## src/rtl/mem_l1_l2_bridge_pkg.sv

```systemverilog
// ---------------------------------------------------------------------------
// mem_l1_l2_bridge_pkg
// Shared memory-side definitions for the L1 -> L2 bridge:
//   - L1 operation / handshake encodings (READY/OK/HOLD/FAULT)
//   - tile and address widths
//   - bridge FSM state encoding
//   - helper that builds the fault word returned to the L1
// ---------------------------------------------------------------------------
package mem_l1_l2_bridge_pkg;

  localparam int unsigned UMEM_TILE_W = 128;
  localparam int unsigned UMEM_ADDR_W = 48;
  localparam int unsigned UMEM_OPM_W  = 5;
  localparam int unsigned UMEM_EXC_W  = 16;

  // Only opm[4:0] is significant; zero means no request.
  localparam logic [4:0] UMEM_OPM_READY = 5'h00;

  localparam logic [1:0] UMEM_OK_READY = 2'd0;
  localparam logic [1:0] UMEM_OK_OK    = 2'd1;
  localparam logic [1:0] UMEM_OK_HOLD  = 2'd2;
  localparam logic [1:0] UMEM_OK_FAULT = 2'd3;

  // Bridge FSM encoding.
  localparam logic [1:0] BR_IDLE  = 2'd0;
  localparam logic [1:0] BR_ISSUE = 2'd1;
  localparam logic [1:0] BR_WAIT  = 2'd2;
  localparam logic [1:0] BR_DONE  = 2'd3;

  typedef logic [UMEM_TILE_W-1:0] umemTile_t;

  // A fault carries its exception code in the low 16 bits, rest zero.
  function automatic umemTile_t umemFaultWord(input logic [UMEM_EXC_W-1:0] exc);
    return {{(UMEM_TILE_W - UMEM_EXC_W){1'b0}}, exc};
  endfunction

endpackage

```

## src/rtl/mem_l1_l2_bridge_tmo.sv

```systemverilog
// ---------------------------------------------------------------------------
// mem_bridge_tmo
// Per-request timeout counter for the L1 -> L2 bridge. Counts cycles while
// run is high and flags expiry on the TIMEOUT-th such cycle, so the bridge
// leaves ISSUE/WAIT on that edge. The count saturates and never wraps.
// Ports:
//   clock   in  : rising-edge clock
//   reset   in  : synchronous, active-high
//   run     in  : bridge is in ISSUE or WAIT
//   clear   in  : restart the count (bridge idle)
//   expired out : this run cycle is the last one allowed
// ---------------------------------------------------------------------------
module mem_bridge_tmo #(
  parameter int unsigned TIMEOUT = 1023
) (
  input  logic clock,
  input  logic reset,
  input  logic run,
  input  logic clear,
  output logic expired
);

  localparam int unsigned CW = $clog2(TIMEOUT + 1);
  localparam logic [CW-1:0] LAST = CW'(TIMEOUT - 1);
  localparam logic [CW-1:0] SAT  = CW'(TIMEOUT);

  logic [CW-1:0] count_r;

  // Cycle counter: cleared while idle, advances in run cycles, saturates.
  always_ff @(posedge clock) begin
    if (reset) begin
      count_r <= {CW{1'b0}};
    end else if (clear) begin
      count_r <= {CW{1'b0}};
    end else if (run && (count_r < SAT)) begin
      count_r <= count_r + CW'(1);
    end else begin
      count_r <= count_r;
    end
  end

  // The count holds the number of completed run cycles, so the current
  // cycle is the TIMEOUT-th one when the count reads TIMEOUT-1.
  assign expired = run && (count_r >= LAST);

endmodule

```

## src/rtl/mem_l1_l2_bridge.sv

```systemverilog
// ---------------------------------------------------------------------------
// mem_l1_l2_bridge
// Converts one L1 hold-style request (READY/OK/HOLD/FAULT) into a
// valid/ready request plus strobed response on the L2 fabric port, with a
// per-request timeout so the L1 can never deadlock on a lost response.
// Ports:
//   clock, reset          : rising-edge clock, synchronous active-high reset
//   l1Addr/l1AddrB        : request addresses, forwarded unmodified
//   l1Opm                 : operation, bits [4:0] significant, 0 = no request
//   l1DataIn              : store/swap data
//   l1DataOut, l1OK       : returned tile/fault word and handshake code
//   l2Req*                : request channel (valid/ready, registered payload)
//   l2Rsp*                : single-cycle response strobe and payload
//   strayRsp              : sticky, response seen outside WAIT
// ---------------------------------------------------------------------------
module mem_l1_l2_bridge
  import mem_l1_l2_bridge_pkg::*;
#(
  parameter int unsigned TIMEOUT = 1023,
  parameter logic [15:0] EXC_TMO = 16'h8000
) (
  input  logic              clock,
  input  logic              reset,
  input  logic [47:0]       l1Addr,
  input  logic [47:0]       l1AddrB,
  input  logic [15:0]       l1Opm,
  input  logic [127:0]      l1DataIn,
  output logic [127:0]      l1DataOut,
  output logic [1:0]        l1OK,
  output logic              l2ReqValid,
  input  logic              l2ReqReady,
  output logic [47:0]       l2ReqAddr,
  output logic [47:0]       l2ReqAddrB,
  output logic [4:0]        l2ReqOpm,
  output logic [127:0]      l2ReqData,
  input  logic              l2RspValid,
  input  logic [127:0]      l2RspData,
  input  logic              l2RspFault,
  input  logic [15:0]       l2RspExc,
  output logic              strayRsp
);

  logic [1:0] state_r;
  logic       fault_r;
  logic [1:0] stateNext_s;
  logic       faultNext_s;
  umemTile_t  wordNext_s;
  logic [1:0] okNext_s;
  logic       capture_s;
  logic       opmActive_s;
  logic       stray_s;
  logic       tmoRun_s;
  logic       tmoClear_s;
  logic       tmoExpired_s;
  logic       unusedOpmHi_s;

  // Upper opm bits carry no meaning for this bridge.
  assign unusedOpmHi_s = ^l1Opm[15:5];

  assign opmActive_s = (l1Opm[4:0] != UMEM_OPM_READY);
  assign tmoRun_s    = (state_r == BR_ISSUE) || (state_r == BR_WAIT);
  assign tmoClear_s  = (state_r == BR_IDLE);
  // Responses are only consumed in WAIT; anything else is a late or bogus one.
  assign stray_s     = l2RspValid && (state_r != BR_WAIT);

  mem_bridge_tmo #(
    .TIMEOUT (TIMEOUT)
  ) uTmo (
    .clock   (clock),
    .reset   (reset),
    .run     (tmoRun_s),
    .clear   (tmoClear_s),
    .expired (tmoExpired_s)
  );

  // Next-state, result word and the Moore output code for the next state.
  always_comb begin
    stateNext_s = state_r;
    faultNext_s = fault_r;
    wordNext_s  = l1DataOut;
    capture_s   = 1'b0;
    case (state_r)
      BR_IDLE: begin
        if (opmActive_s) begin
          stateNext_s = BR_ISSUE;
          capture_s   = 1'b1;
        end else begin
          stateNext_s = BR_IDLE;
        end
      end
      BR_ISSUE: begin
        // Timeout beats a same-cycle accept; that request's response goes stray.
        if (tmoExpired_s) begin
          stateNext_s = BR_DONE;
          faultNext_s = 1'b1;
          wordNext_s  = umemFaultWord(EXC_TMO);
        end else if (l2ReqReady) begin
          stateNext_s = BR_WAIT;
        end else begin
          stateNext_s = BR_ISSUE;
        end
      end
      BR_WAIT: begin
        // A response in the final allowed cycle still wins over the timeout.
        if (l2RspValid) begin
          stateNext_s = BR_DONE;
          faultNext_s = l2RspFault;
          if (l2RspFault) begin
            wordNext_s = umemFaultWord(l2RspExc);
          end else begin
            wordNext_s = l2RspData;
          end
        end else if (tmoExpired_s) begin
          stateNext_s = BR_DONE;
          faultNext_s = 1'b1;
          wordNext_s  = umemFaultWord(EXC_TMO);
        end else begin
          stateNext_s = BR_WAIT;
        end
      end
      BR_DONE: begin
        // Release only once the L1 drops to READY; no re-issue on opm change.
        if (opmActive_s) begin
          stateNext_s = BR_DONE;
        end else begin
          stateNext_s = BR_IDLE;
        end
      end
      default: begin
        stateNext_s = BR_IDLE;
        faultNext_s = 1'b0;
      end
    endcase

    case (stateNext_s)
      BR_IDLE:  okNext_s = UMEM_OK_READY;
      BR_ISSUE: okNext_s = UMEM_OK_HOLD;
      BR_WAIT:  okNext_s = UMEM_OK_HOLD;
      BR_DONE:  okNext_s = faultNext_s ? UMEM_OK_FAULT : UMEM_OK_OK;
      default:  okNext_s = UMEM_OK_READY;
    endcase
  end

  // State, registered handshake outputs, captured payload and stray flag.
  always_ff @(posedge clock) begin
    if (reset) begin
      state_r    <= BR_IDLE;
      fault_r    <= 1'b0;
      l1OK       <= UMEM_OK_READY;
      l2ReqValid <= 1'b0;
      l2ReqAddr  <= 48'h0;
      l2ReqAddrB <= 48'h0;
      l2ReqOpm   <= 5'h00;
      l2ReqData  <= {UMEM_TILE_W{1'b0}};
      l1DataOut  <= {UMEM_TILE_W{1'b0}};
      strayRsp   <= 1'b0;
    end else begin
      state_r    <= stateNext_s;
      fault_r    <= faultNext_s;
      l1OK       <= okNext_s;
      l2ReqValid <= (stateNext_s == BR_ISSUE);
      l1DataOut  <= wordNext_s;
      if (capture_s) begin
        l2ReqAddr  <= l1Addr;
        l2ReqAddrB <= l1AddrB;
        l2ReqOpm   <= l1Opm[4:0];
        l2ReqData  <= l1DataIn;
      end
      if (stray_s) begin
        strayRsp <= 1'b1;
      end
    end
  end

endmodule

```

## config.mk

```make
export PLATFORM = sky130hd
export DESIGN_NAME = mem_l1_l2_bridge
export DESIGN_NICKNAME = d
export VERILOG_FILES = /design/src/rtl/mem_l1_l2_bridge_pkg.sv /design/src/rtl/mem_l1_l2_bridge_tmo.sv /design/src/rtl/mem_l1_l2_bridge.sv
export SDC_FILE = /design/constraint.sdc
export NUM_CORES = 1
export LEC_CHECK = 0
export ABC_AREA = 1
export BUFFER_PORTS_ARGS = -buffer_cell sky130_fd_sc_hd__buf_4
export CORE_AREA = 3 3 292 294
export CTS_CLUSTER_DIAMETER = 40
export DETAILED_ROUTE_END_ITERATION = 10
export DIE_AREA = 0 0 295 297
export GPL_TIMING_DRIVEN = 0
export MAX_ROUTING_LAYER = met4
export PLACE_DENSITY = 0.34
export SLEW_MARGIN = 10
export SYNTH_ARGS = -nofsm -noshare
export SYNTH_HDL_FRONTEND = slang
export SYNTH_SLANG_ARGS = --single-unit
```

## constraint.sdc

```tcl
create_clock -name clock -period 2.43 [get_ports clock]
set_clock_uncertainty 0.2 [all_clocks]
set_input_delay 0 -clock clock [delete_from_list [all_inputs] [get_ports clock]]
set_output_delay 0 -clock clock [all_outputs]
set_load 0.02 [all_outputs]
```

Word level (Yosys, flattened, before mapping)

Cells that the tools add are included.
W data, S select, Z words.

Word-level logic and storage cells: 49
ROM bits: 0
Bits in latches: 0
Register bits after elaboration: 374
Memory bits (writable): 0
Bits of input ports: 389
Memories kept: 0

$add $sub $neg: 1
Magnitude comparators: 2
Shifts and indexed selects: 0
Reduce and logical (&&, ||, !) cells: 10
Equal/unequal tests: 7
Muxes and demuxes: 18
Div/mod/pow operators: 0
Bitwise operators: 0
Multipliers: 0

Operators with widths:

| kind                    | number |
|---|---|
| $mux W128               | 3 |
| $pmux W128 S2           | 1 |
| $add A10 B1 Y10 const B | 1 |
| $ge A10 B10 Y1 const B  | 1 |
| $lt A10 B10 Y1 const B  | 1 |
| $eq A2 B2 Y1 const B    | 4 |
| $mux W2                 | 4 |
| $pmux W2 S4             | 1 |
| $mux W1                 | 7 |
| $pmux W2 S3             | 1 |
| $reduce_bool A5 Y1      | 1 |
| $eq A2 B1 Y1 const B    | 2 |
| $logic_not A2 Y1        | 2 |
| $reduce_or A2 Y1        | 2 |
| $logic_and A1 B1 Y1     | 3 |
| $ne A2 B2 Y1 const B    | 1 |
| $pmux W1 S2             | 1 |
| $reduce_bool A2 Y1      | 1 |
| $logic_or A1 B1 Y1      | 1 |

Depth between registers and ports, before layout

Word-level depth: 9
Depth in mapped cells: 16
Mapped depth without buffers: 16

Modules after synthesis

Synthesis repeated with hierarchy kept, for this count alone.

Cells, all modules: 2007
Area, all modules: 15145.8 um2

By module, submodules not included:

| module           | instances | area an instance (um2) | cells an instance |
|---|---|---|---|
| mem_l1_l2_bridge | 1         | 14521.4                | 1915 |
| mem_bridge_tmo   | 1         | 624.3                  | 92 |

Worst setup path before layout

Ideal clock, no wire load.

Kind: reg-to-reg
From: reg state_r[0]
To: reg l1OK[1]
Library setup time: 0.115 ns
Stages on the path, launching flop included: 11
Path slack: 0.349 ns
Arrival time: 1.767 ns
Clock period less this slack: 2.081 ns
Path through: dfxtp_1 inv_1 ha_1 nand3_1 nor2_2 o21ai_0 nand3_1 nand2_1 inv_1 ha_1 o21a_1

Elaborated cells on any way between the ends: 20

RTL lines:

| item                                         | RTL line                   | source |
|---|---|---|
| start: declaration                           | mem_l1_l2_bridge.sv:43     | `logic [1:0] state_r;` |
| start signal: assignment                     | mem_l1_l2_bridge.sv:158    | `state_r <= stateNext_s;` |
| $eq A2 B1 Y1 or $eq A2 B2 Y1 (tied branches) | mem_l1_l2_bridge.sv:61     | `assign tmoRun_s = (state_r == BR_ISSUE) \|\| (state_r == BR_WAIT);` |
| $logic_or A1 B1 Y1 *                         | mem_l1_l2_bridge.sv:61     |  |
| net tmoRun_s                                 | mem_l1_l2_bridge.sv:52     | `logic tmoRun_s;` |
| $logic_and A1 B1 Y1 *                        | mem_l1_l2_bridge_tmo.sv:44 | `assign expired = run && (count_r >= LAST);` |
| $mux W2 *                                    | mem_l1_l2_bridge.sv:93     | `if (tmoExpired_s) begin` |
| $pmux W2 S4 *                                | mem_l1_l2_bridge.sv:82     | `case (state_r)` |
| net stateNext_s[1]                           | mem_l1_l2_bridge.sv:45     | `logic [1:0] stateNext_s;` |
| $eq A2 B1 Y1 or $eq A2 B2 Y1 (tied branches) | mem_l1_l2_bridge.sv:135    | `case (stateNext_s)` |
| $reduce_or A2 Y1 (no source line)            | n/a                        |  |
| $pmux W2 S3 *                                | mem_l1_l2_bridge.sv:135    |  |
| end signal: assignment                       | mem_l1_l2_bridge.sv:160    | `l1OK <= okNext_s;` |
| end: declaration                             | mem_l1_l2_bridge.sv:29     | `output logic [1:0] l1OK,` |

The timed path passes the listed nets; every way through them passes the cells marked *.
A chain may end at the register's enable or synchronous reset.

Final worst setup path

Ends and elaborated chain as after synthesis.

==> impl_results.md <==
- Slew headroom: 50.6%
- Top post-synthesis cells by area: dfxtp_1 56%, nor2_1 13%, o21ai_0 8.6%, nand2_1 8.2%, a21oi_1 5.3%
- Number of synthesized register bits: 374
- Leak: 0.0134 uW
- Total placed cells including tap cells: 3524
- Tot GR Track Use: 16.9%
- Syn nets: roughly 2100
- Flop pwr share: 28.6%
- Final Slew Violations: 0
- WP data required: ~2700 ps
- Row count: 106
- Status: finished clean
- Critical path startpoint: state_r[0]
- Clock power share: 54.9%
- Power Density: approximately 790 nW/um2
- FMAX: roughly 0.44 GHz
- CP Data Arrival Time: roughly 2600 ps
- Worst R2R End: l1OK[1]
- Wire per inst: 17.1 um
- Int Pwr: around 18000 uW
- Clk_lat worst skew: 610 ps
- DR WL met3: between 6000 and 7000 um
- Final nets: 3601
- DRC viols: 0
- Setup violators final: 0
- CTS tree: built
- Critical path type: reg2reg
- DP Area: about 20000 um2
- Initial Utilization: 16.0%
- Fin crit period: 2250 ps
- Synth Cell Area: 13300 um2
- CTS H-tree depth: 3
- Logic pwr share: 16.6%
- RR Startpoint: state_r[0]
- Mean Syn Cell Area: 7.78 um2
- Most frequent cell after synthesis: nor2_1
- Yosys cell types: 28
- Final setup TNS: 0 ps
- Clock buffer count from CTS: 93
- Met2 Wirelength: 36700 um
- DR vias: around 17000
- Die X-Extent: 295 um
- Met1 WL: 28700 um
- Post-synthesis sequential area ratio: 56.4%
- Worst slack, placed: -360 ps
- EDFF count, synth: 0
- Core ar.: 83200 um2
- Clock-pin transition on the worst setup and hold timing paths: 40 ps
- Switching Share: 26.3%
- Clock sink count: 374
- Die Footprint: 87600 um2
- Ports: 750
- Synth Instances: 1706
- Final Cycle Share: 92.8%
- Share of layout cells above drive strength 1: about 29%
- CP endpoint kind: flop
- Drt via density: 3.93
- Setup bufs post-CTS: 0
- RSZ-0062 raised after global routing: false
- Reg2reg setup slack: 180 ps
- Cells on worst reg2reg path: 10
- Yosys warnings: 0
- DR iter-0 viols: 570
- Die Ht: about 300 um
- Initial antenna violation count: 7
- DP HPWL: 56300 um
- DRT Wirelength: 74600 um
- Main flop type after synthesis: dfxtp_1
- Max layer used: met4
- Finished Layout Cells: 4368
- Max clock buf depth: 3
- Worst-path fanout max: 6
- Drt pass-1 iters: 5
- Largest net degree at the start of global routing: 15
- # Max-Cap Violations: 0
- Yosys top cell by area: dfxtp_1
- CP endpoint: l1OK[1]
- Gr ovfl total: 0
- PortBufs: 738
- Slew @ Worst Pin: 741 ps
- Yosys top cell area share: a little under three fifths
- Critical path startpoint category: flop
- Detail Route Antenna Nets: 0
- NetSw: 6300 uW
- VDD IR max: 558 uV
- Number of global-route vias before repair: 18100
- Ys async rst share: 0%
- Post-Layout Inst Area: 30200 um2
- GPL Wtd Cong: 0.827
- Synth top cells by count: 470 x nor2_1, 374 x dfxtp_1, 290 x nand2_1, 227 x o21ai_0, 140 x a21oi_1
- Setup slack after layout: 176 ps
- Final hold vios: 0
- First-pass GRT wire length: 110000 um
- Area Growth Syn to Fin: 128%
- Clock root cell: clkbuf_16
- Final Power: 24000 uW
- HP Class: in2reg
-- how the worst min path moves through the flow --
stage / from / cells past startpoint / slack, ps / end
2_1_floorplan: l1Opm[2] / 2 / -60 / l2ReqOpm[2]
3_5_place_dp: l1Addr[24] / 3 / 50 / l2ReqAddr[24]
6_report: l1DataIn[80] / 4 / 40 / l2ReqData[80]
3_3_place_gp: l1Addr[23] / 3 / 40 / l2ReqAddr[23]
5_1_grt: l1DataIn[3] / 4 / 20 / l2ReqData[3]
4_1_cts: l1AddrB[2] / 4 / 1 / l2ReqAddrB[2]
-- state kept, by name, summed over array words and instances (netlist names) --
name,flops
strayRsp,1
l2ReqData,128
state_r,2
fault_r,1
l1OK,2
l1DataOut,128
l2ReqOpm,5
l2ReqValid,1
uTmo.count_r,10
l2ReqAddr,48
l2ReqAddrB,48
-- cell usage in the layout (no fill, tap or decap), types with 2 or more instances in the layout --
master,synthesis,final
a21oi_1,140,140
a22oi_1,15,15
buf_1,4,2
buf_2,28,26
buf_4,5,745
buf_6,4,4
bufinv_16,0,16
clkbuf_1,76,75
clkbuf_16,0,93
clkbuf_2,1,18
clkbuf_8,0,14
clkinv_16,0,4
clkinv_2,0,21
clkinvlp_4,0,4
dfxtp_1,374,373
diode_2,0,10
dlygate4sd3_1,0,664
ha_1,10,9
inv_1,26,26
inv_2,2,2
inv_6,0,2
nand2_1,290,289
nand2_2,2,3
nand3_1,10,10
nand4_1,2,2
nor2_1,470,470
nor2_4,2,4
nor3_1,3,3
o21ai_0,227,225
o21ai_1,3,5
xnor2_1,4,4
-- cell type report --
class                      count  area [um2]
antenna                       10        25.0
buffer                       117         551
clock buffer                 122        2580
clock inverter                49         778
fill                        8656       52900
inverter                      28         105
multi-input combinational   1186        5160
sequential                   374        7490
tap                         1080        1350
timing repair buffer        1402       12200
-- through the flow --
step / hold WS, ps / utilization, %
after floorplan: -59.5 / -
after global placement: 41.0 / 24.2
after detailed placement: 49.6 / 24.2
after CTS: 1.40 / 36.3
after global routing: 19.0 / 36.3
final: 35.8 / 36.3
-- critical path, stage by stage, from the launching register on --
cell	delay, ps
dfxtp_1	350
inv_1	70
ha_2	400
nand3_1	140
nor2_4	170
o21ai_0	100
nand3_1	70
nand2_1	110
inv_1	100
ha_1	230
o21a_1	180
-- power by group through the flow --
stage               sequential, uW  combinational [uW]  clock [uW]
floorplan                     7460                 859           0
global placement              6950                3100           0
detailed placement            6970                3110           0
CTS                           6860                4010       13500
global route                  6900                4310       13800
finish                        6860                3970       13200
-- logic make-up after synthesis --
| group | after synthesis | share of synthesized area (%) |
|---|---|---|
| AOI/OAI and AO/OA | 388 | 15.0 |
| buffers and inverters | 146 | 4.77 |
| DFF | 374 | 56.4 |
| and+or+nand+nor | 784 | 22.6 |
| adders and majority gates | 10 | 0.943 |
| xor gates and xnor gates | 4 | 0.264 |
-- timing repair --
action | in CTS | in global routing
cloned | 0 | 0
gates resized for setup | 13 | 21
setup endpoints to repair | 43 | 228
hold endpoints to repair | 374 | 0
hold buffers | 664 | 0
-- routing by layer --
| layer | vias up | GRT usage (%) |
|---|---|---|
| met1 | 7845 | 17.5 |
| li1 | 8540 | - |
| met2 | 616 | 28.9 |
| met3 | 157 | 5.67 |
| met5 | - | - |
| met4 | 0 | 7.51 |
(Power assumes the default switching activity.)
